<file path="src/rtl/calc_pkg.sv">
// Shared definitions for the calculator entry controller.
// Holds the FSM state type, keypad / pushbutton codes, ALU op
// encodings, register load-mode encodings and key decode helpers.
package calc_pkg;

   typedef enum logic [2:0] {
      ST_ENTRY_A,
      ST_OP_WAIT,
      ST_ENTRY_B,
      ST_EXECUTE,
      ST_RESULT,
      ST_ERROR
   } state_t;

   localparam logic [3:0] KEY_RESET_ALL = 4'hA;
   localparam logic [3:0] KEY_ADD       = 4'hB;
   localparam logic [3:0] KEY_CLEAR     = 4'hC;
   localparam logic [3:0] KEY_SUB       = 4'hD;
   localparam logic [3:0] KEY_MUL       = 4'hE;
   localparam logic [3:0] KEY_EQ        = 4'hF;

   localparam logic [1:0] PB_BACK = 2'b00;
   localparam logic [1:0] PB_MS   = 2'b01;
   localparam logic [1:0] PB_MR   = 2'b10;

   localparam logic [1:0] ALU_ADD = 2'b00;
   localparam logic [1:0] ALU_SUB = 2'b01;
   localparam logic [1:0] ALU_MUL = 2'b10;

   // entry register control modes driven on pushbuttons
   localparam logic [1:0] PBS_BACK = 2'b00;
   localparam logic [1:0] PBS_LOAD = 2'b10;

   function automatic logic is_digit(input logic [3:0] k);
      return (k <= 4'd9);
   endfunction

   function automatic logic is_op(input logic [3:0] k);
      return (k == KEY_ADD) || (k == KEY_SUB) || (k == KEY_MUL);
   endfunction

   function automatic logic [1:0] key_to_op(input logic [3:0] k);
      logic [1:0] op;
      case (k)
         KEY_SUB: op = ALU_SUB;
         KEY_MUL: op = ALU_MUL;
         default: op = ALU_ADD;
      endcase
      return op;
   endfunction

endpackage

</file>
<file path="src/rtl/calc_alu_timeout.sv">
// ALU response timeout: loadable down-counter with terminal-count flag.
// Ports:
//   clock       system clock
//   reset       synchronous active-high reset
//   load        level; while high the counter is held at load_value
//   load_value  reload value
//   expired     high while the counter sits at zero
// The counter stops at zero; the owner qualifies expired with its state.
module calc_alu_timeout #(
   parameter int WIDTH = 8
) (
   input  logic             clock,
   input  logic             reset,
   input  logic             load,
   input  logic [WIDTH-1:0] load_value,
   output logic             expired
);

   logic [WIDTH-1:0] count;

   always_ff @(posedge clock) begin
      if (reset) begin
         count <= '0;
      end else if (load) begin
         count <= load_value;
      end else if (count != '0) begin
         count <= count - WIDTH'(1);
      end
   end

   assign expired = (count == '0);

endmodule

</file>
<file path="src/rtl/calc_entry_controller.sv">
// Calculator entry sequencer. Turns debounced keypad / pushbutton events
// into controls for the 3-digit BCD entry register, holds memory and
// operand A, and runs the req/ack handshake with the arithmetic unit.
// Ports:
//   clock, reset                 clock, synchronous active-high reset
//   key_valid, key_code          keypad event (0-9 digit, A-F commands)
//   pb_valid, pb_code            pushbutton event (back, MS, MR)
//   display_value                current entry register contents, BCD
//   shift_enable                 low for one cycle clears the register
//   number, clean_signal         digit insert
//   push_button_signal,
//   pushbuttons, load_value      backspace (00) or parallel load (10)
//   alu_req, alu_op,
//   operand_a, operand_b         ALU request, held until alu_ack
//   alu_ack, alu_result,
//   alu_error                    ALU response
//   error                        high while in ERROR
//
// state      | meaning
// -----------+----------------------------------------------------
// ENTRY_A    | entering first operand
// OP_WAIT    | operator chosen, waiting for first digit of operand B
// ENTRY_B    | entering second operand
// EXECUTE    | request outstanding to ALU
// RESULT     | ALU result loaded into register
// ERROR      | ALU error or timeout; only C / A leave
module calc_entry_controller
   import calc_pkg::*;
#(
   parameter int MAX_DIGITS  = 3,
   parameter int ALU_TIMEOUT = 255
) (
   input  logic        clock,
   input  logic        reset,
   input  logic        key_valid,
   input  logic [3:0]  key_code,
   input  logic        pb_valid,
   input  logic [1:0]  pb_code,
   input  logic [11:0] display_value,
   output logic        shift_enable,
   output logic [3:0]  number,
   output logic        clean_signal,
   output logic        push_button_signal,
   output logic [1:0]  pushbuttons,
   output logic [11:0] load_value,
   output logic        alu_req,
   output logic [1:0]  alu_op,
   output logic [11:0] operand_a,
   output logic [11:0] operand_b,
   input  logic        alu_ack,
   input  logic [11:0] alu_result,
   input  logic        alu_error,
   output logic        error
);

   localparam int CW = $clog2(MAX_DIGITS + 1);
   localparam int TW = $clog2(ALU_TIMEOUT + 1);
   localparam logic [CW-1:0] CNT_MAX  = CW'(MAX_DIGITS);
   // reload one short so alu_req stays high exactly ALU_TIMEOUT cycles
   localparam logic [TW-1:0] TMO_LOAD = TW'(ALU_TIMEOUT - 1);

   state_t          state;
   logic [CW-1:0]   count;
   logic [11:0]     memory;
   logic            ins_pend;
   logic [3:0]      ins_digit;
   logic            reset_all;
   logic            tmo_load;
   logic            tmo_expired;

   assign reset_all = key_valid && (key_code == KEY_RESET_ALL);
   assign tmo_load  = (state != ST_EXECUTE);

   calc_alu_timeout #(
      .WIDTH (TW)
   ) u_timeout (
      .clock      (clock),
      .reset      (reset),
      .load       (tmo_load),
      .load_value (TMO_LOAD),
      .expired    (tmo_expired)
   );

   always_ff @(posedge clock) begin
      // reset-all is a full reset from the keypad, memory included
      if (reset || reset_all) begin
         state              <= ST_ENTRY_A;
         shift_enable       <= 1'b0;
         number             <= '0;
         clean_signal       <= 1'b0;
         push_button_signal <= 1'b0;
         pushbuttons        <= PBS_BACK;
         load_value         <= '0;
         alu_req            <= 1'b0;
         alu_op             <= ALU_ADD;
         operand_a          <= '0;
         operand_b          <= '0;
         error              <= 1'b0;
         memory             <= '0;
         count              <= '0;
         ins_pend           <= 1'b0;
         ins_digit          <= '0;
      end else begin
         shift_enable       <= 1'b1;
         clean_signal       <= 1'b0;
         push_button_signal <= 1'b0;

         if (ins_pend) begin
            // second half of clear-then-insert; events this cycle are dropped
            clean_signal <= 1'b1;
            number       <= ins_digit;
            ins_pend     <= 1'b0;
         end else if (state == ST_EXECUTE) begin
            if (alu_ack) begin
               alu_req <= 1'b0;
               if (alu_error) begin
                  state <= ST_ERROR;
                  error <= 1'b1;
               end else begin
                  load_value         <= alu_result;
                  push_button_signal <= 1'b1;
                  pushbuttons        <= PBS_LOAD;
                  state              <= ST_RESULT;
               end
            end else if (tmo_expired) begin
               alu_req <= 1'b0;
               state   <= ST_ERROR;
               error   <= 1'b1;
            end
         end else if (key_valid) begin
            if (is_digit(key_code)) begin
               case (state)
                  ST_ENTRY_A, ST_ENTRY_B: begin
                     if (count < CNT_MAX) begin
                        clean_signal <= 1'b1;
                        number       <= key_code;
                        count        <= count + CW'(1);
                     end
                  end
                  ST_OP_WAIT, ST_RESULT: begin
                     shift_enable <= 1'b0;
                     ins_pend     <= 1'b1;
                     ins_digit    <= key_code;
                     count        <= CW'(1);
                     state        <= (state == ST_OP_WAIT) ? ST_ENTRY_B : ST_ENTRY_A;
                  end
                  default: ;
               endcase
            end else if (key_code == KEY_CLEAR) begin
               shift_enable <= 1'b0;
               count        <= '0;
               if (state == ST_ERROR) begin
                  state <= ST_ENTRY_A;
                  error <= 1'b0;
               end
            end else if (is_op(key_code)) begin
               case (state)
                  ST_ENTRY_A, ST_RESULT: begin
                     operand_a <= display_value;
                     alu_op    <= key_to_op(key_code);
                     count     <= '0;
                     state     <= ST_OP_WAIT;
                  end
                  ST_ENTRY_B, ST_OP_WAIT: alu_op <= key_to_op(key_code);
                  default: ;
               endcase
            end else if ((key_code == KEY_EQ) && (state == ST_ENTRY_B)) begin
               operand_b <= display_value;
               alu_req   <= 1'b1;
               state     <= ST_EXECUTE;
            end
         end else if (pb_valid && (state != ST_ERROR)) begin
            case (pb_code)
               PB_BACK: begin
                  if (((state == ST_ENTRY_A) || (state == ST_ENTRY_B)) && (count != '0)) begin
                     push_button_signal <= 1'b1;
                     pushbuttons        <= PBS_BACK;
                     count              <= count - CW'(1);
                  end
               end
               PB_MS: memory <= display_value;
               PB_MR: begin
                  load_value         <= memory;
                  push_button_signal <= 1'b1;
                  pushbuttons        <= PBS_LOAD;
                  count              <= CNT_MAX;
                  if (state == ST_OP_WAIT) state <= ST_ENTRY_B;
                  if (state == ST_RESULT)  state <= ST_ENTRY_A;
               end
               default: ;
            endcase
         end
      end
   end

endmodule

</file>
<file path="config.mk">
export PLATFORM = sky130hd
export DESIGN_NAME = calc_entry_controller
export DESIGN_NICKNAME = d
export VERILOG_FILES = /design/src/rtl/calc_pkg.sv /design/src/rtl/calc_alu_timeout.sv /design/src/rtl/calc_entry_controller.sv
export SDC_FILE = /design/constraint.sdc
export NUM_CORES = 1
export LEC_CHECK = 0
export BUFFER_PORTS_ARGS = -buffer_cell sky130_fd_sc_hd__buf_2
export CAP_MARGIN = 20
export CORE_MARGIN = 2
export CORE_UTILIZATION = 53
export DETAILED_ROUTE_END_ITERATION = 16
export GPL_TIMING_DRIVEN = 0
export PLACE_DENSITY_LB_ADDON = 0.25
export RECOVER_POWER = 100
export SETUP_SLACK_MARGIN = 0.4
export SKIP_LAST_GASP = 1
export SYNTH_ARGS = -nofsm -noshare
export SYNTH_HDL_FRONTEND = slang
export SYNTH_SLANG_ARGS = --single-unit
</file>
<file path="constraint.sdc">
create_clock -name clock -period 2.4 [get_ports clock]
set_input_delay 0.12 -clock clock [delete_from_list [all_inputs] [get_ports clock]]
set_output_delay 0.12 -clock clock [all_outputs]
set_load 0.02 [all_outputs]
</file>
==> results.md <==
* Setup crit start kind: flip-flop
* Hold Path Cell Cnt at 3
* Net switching power at 0.000762 W
* Worst setup EP type: flip-flop
* Top-level port count at 85
* Number of global-route vias before repair at 3172
* Initial Util at 0.555
* Syn Inst Count at 410
* Per-cell routed wire length at 16.4 µm
* Synth cell count leaders: dfxtp_1 (78), nor2_1 (73), mux2i_1 (44)
* Remaining DRCs at 0
* Seq cells post-synth at 78
* Hold Crit Class: in2reg
* Top cells by area, synth: dfxtp_1 (44%), mux2i_1 (12%), nor2_1 (7.6%)
* Final Hold Vio Count at 0
* Peak fanout along the critical path at 5
* Yosys warns at 0
* Tmin final at 2.19 ns
* Fin nets at 562
* Post-Syn Area per Cell at 8.74 µm²
* Fmax at roughly 460 MHz
* Switching part of the total power at 0.278
* Netlist cell types at 50
* Syn_nets at 450
* Pwr per Cell Area at around 600 nW/µm²
* Reg2reg start: state[2]
* Clk buf depth at 2
* Required time of the critical path at 2.63 ns
* Hold slack final at 0.0239 ns
* Via density at 5.76
* Post-synthesis cell area at 3580 µm²
* PortBufs at 80
* Outcome: finished, final reports clean
* Fraction of layout cells with a size suffix above 1 at 0.199
* Final WL at 9910 µm
* Critical path startpoint: state[2]
* Vias at 3481
* Maxcap violations at 0
* Worst VDD drop at 0.000530 V
* Clock tree from TritonCTS: done
* Int Pwr at slightly below 0.002 W
* Die X at 86.2 µm
* Clock slew seen by the registers of the worst setup and hold paths at ~0.09 ns
* Pin count of the biggest net entering global routing at 16
* DIE AREA at 7430 µm²
* Drt first pass iters at 7
* Sequential share of power at 0.494
* Clock share of power at 0.370
* Clock buffer count from CTS at 9
* P_leak at 1.79 nW
* Setup TNS at 0 ns
* Fin. max-slew vios at 0
* Height of the die at 86.2 µm
* 1st-iter DRT viols at between 300 and 400
* First-pass GRT wire length at 15600 µm
* RSZ-0062 raised after global routing: true
* Worst Path Class, Setup: reg2reg
* # diodes at 0
* CTS HTree Levels at 3
* Post-synth EDFFs at 0
* TritonCTS sink count at between 70 and 80
* Gr usage total at 0.265
* Core Region at 6460 µm²
* R2R depth at 9
* Area Growth Syn to Fin at 27.2%
* Sequential share of the synthesized area at 0.436
* Most frequent cell after synthesis: dfxtp_1
* Period utilization at 0.913
* Gp weighted congestion at 0.930
* Main flop type after synthesis: dfxtp_1
* Worst skew pair latency at 0.35 ns
* Async SR Flop Fraction at 0
* HPWL after DPL at 6680 µm
* CTS root buffer: clkbuf_8
* Slew at the pin with the worst max-slew slack at 0.792 ns
* Slew headroom at 0.470
* Global route overflow at 0
* Skew final at between 0.01 and 0.015 ns
* Hold_sp: alu_result[10]
* Initial antenna violation count at 0
* Rows at 29
* Combinational fraction of design power at 0.135
* Final ANT Viol Nets at 0
* Final setup vio count at 0
* Largest area contributor in the netlist: dfxtp_1
* Post-synth top area share at 0.436
* Critical path arrival at 2.42 ns
[power by group through the flow]
stage	clock, W	sequential [W]	combinational [W]
floorplan	0	0.00140	0.000181
global placement	0	0.00138	0.000302
detailed placement	0	0.00138	0.000307
CTS	0.00102	0.00135	0.000336
global route	0.00109	0.00136	0.000400
finish	0.00101	0.00135	0.000371
[per-layer routing]
layer	GRT usage	part of all wire	up-vias
li1	-	-	1671
met1	0.363	0.43	1618
met2	0.424	0.48	170
met4	0.0653	0.015	0
met3	0.0667	0.075	22
met5	0	0	-
[worst max-delay path, stage by stage (launching register included)]
cell,delay (ns)
dfxtp_1,0.31
clkbuf_1,0.15
and3b_1,0.19
clkbuf_1,0.14
or4_4,0.42
or3_4,0.34
buf_6,0.15
buf_12,0.14
mux2i_2,0.17
nor2_1,0.06
[kinds of logic (layout without fill, tap and decap cells)]
family	count (synthesis)	count (layout)	share of synthesized area
AND/OR/NAND/NOR	146	146	0.184
AO/OA/AOI/OAI	79	79	0.151
flip-flops	78	78	0.436
multiplexers	46	46	0.129
buffers and inverters	45	162	0.0569
XOR/XNOR	10	10	0.0244
adder cells (fa/ha/maj)	5	5	0.0168
other	1	1	0.00105
[sequential cells by signal, indices dropped and copies added, names as in the netlist]
| name | flops |
|---|---|
| alu_op | 2 |
| alu_req | 1 |
| clean_signal | 1 |
| count | 2 |
| error | 1 |
| ins_digit | 4 |
| ins_pend | 1 |
| load_value | 12 |
| memory | 12 |
| number | 4 |
| operand_a | 12 |
| operand_b | 12 |
| push_button_signal | 1 |
| pushbuttons | 1 |
| shift_enable | 1 |
| state | 3 |
| u_timeout.count | 8 |
[cell type report]
| cell class | count | area (µm²) |
|---|---|---|
| multi-input cells | 287 | 1950 |
| fillers | 518 | 1900 |
| flip-flops and latches | 78 | 1570 |
| repair buffers | 101 | 509 |
| plain buffers | 32 | 185 |
| clock buffers | 9 | 124 |
| well taps | 77 | 96.3 |
| clock inverters | 7 | 80.1 |
| inverters | 13 | 48.8 |
[placed cells by master, fill, tap and decap left out, types with 10 or more instances in the layout]
cell      netlist  routed
nand2_1        35      35
buf_4           2      17
dfxtp_1        78      74
nor2_1         73      72
a21oi_1        25      23
inv_1          13      10
a311oi_1       14      14
mux2i_1        44      42
clkbuf_1       19      69
buf_2           4      32
[stage by stage]
stage / power, W / worst slack (ns) / instance area (µm²) / util / std cells
floorplan: 0.00158 / 0.396 / 3590 / - / 410
global placement: 0.00168 / 0.0400 / 4080 / 0.632 / 567
detailed placement: 0.00169 / 0.00975 / 4080 / 0.632 / 567
CTS: 0.00271 / 0.298 / 4500 / 0.697 / 595
global route: 0.00285 / 0.102 / 4560 / 0.706 / 604
finish: 0.00274 / 0.210 / 4560 / 0.706 / 604
[path summary, 6_finish.rpt]
check	end	slack, ns
max	operand_a[6]	0.21
min	load_value[10]	0.02
max reg2reg	operand_a[6]	0.21
min reg2reg	error	0.48
[timing repair]
item	in CTS	in global routing
endpoints found under the setup margin	52	60
pin swaps	6	11
hold buffers	0	0
cloned	1	0
gates resized for setup	29	32
buffers inserted	11	9
Power figures use the tool's default switching activity.
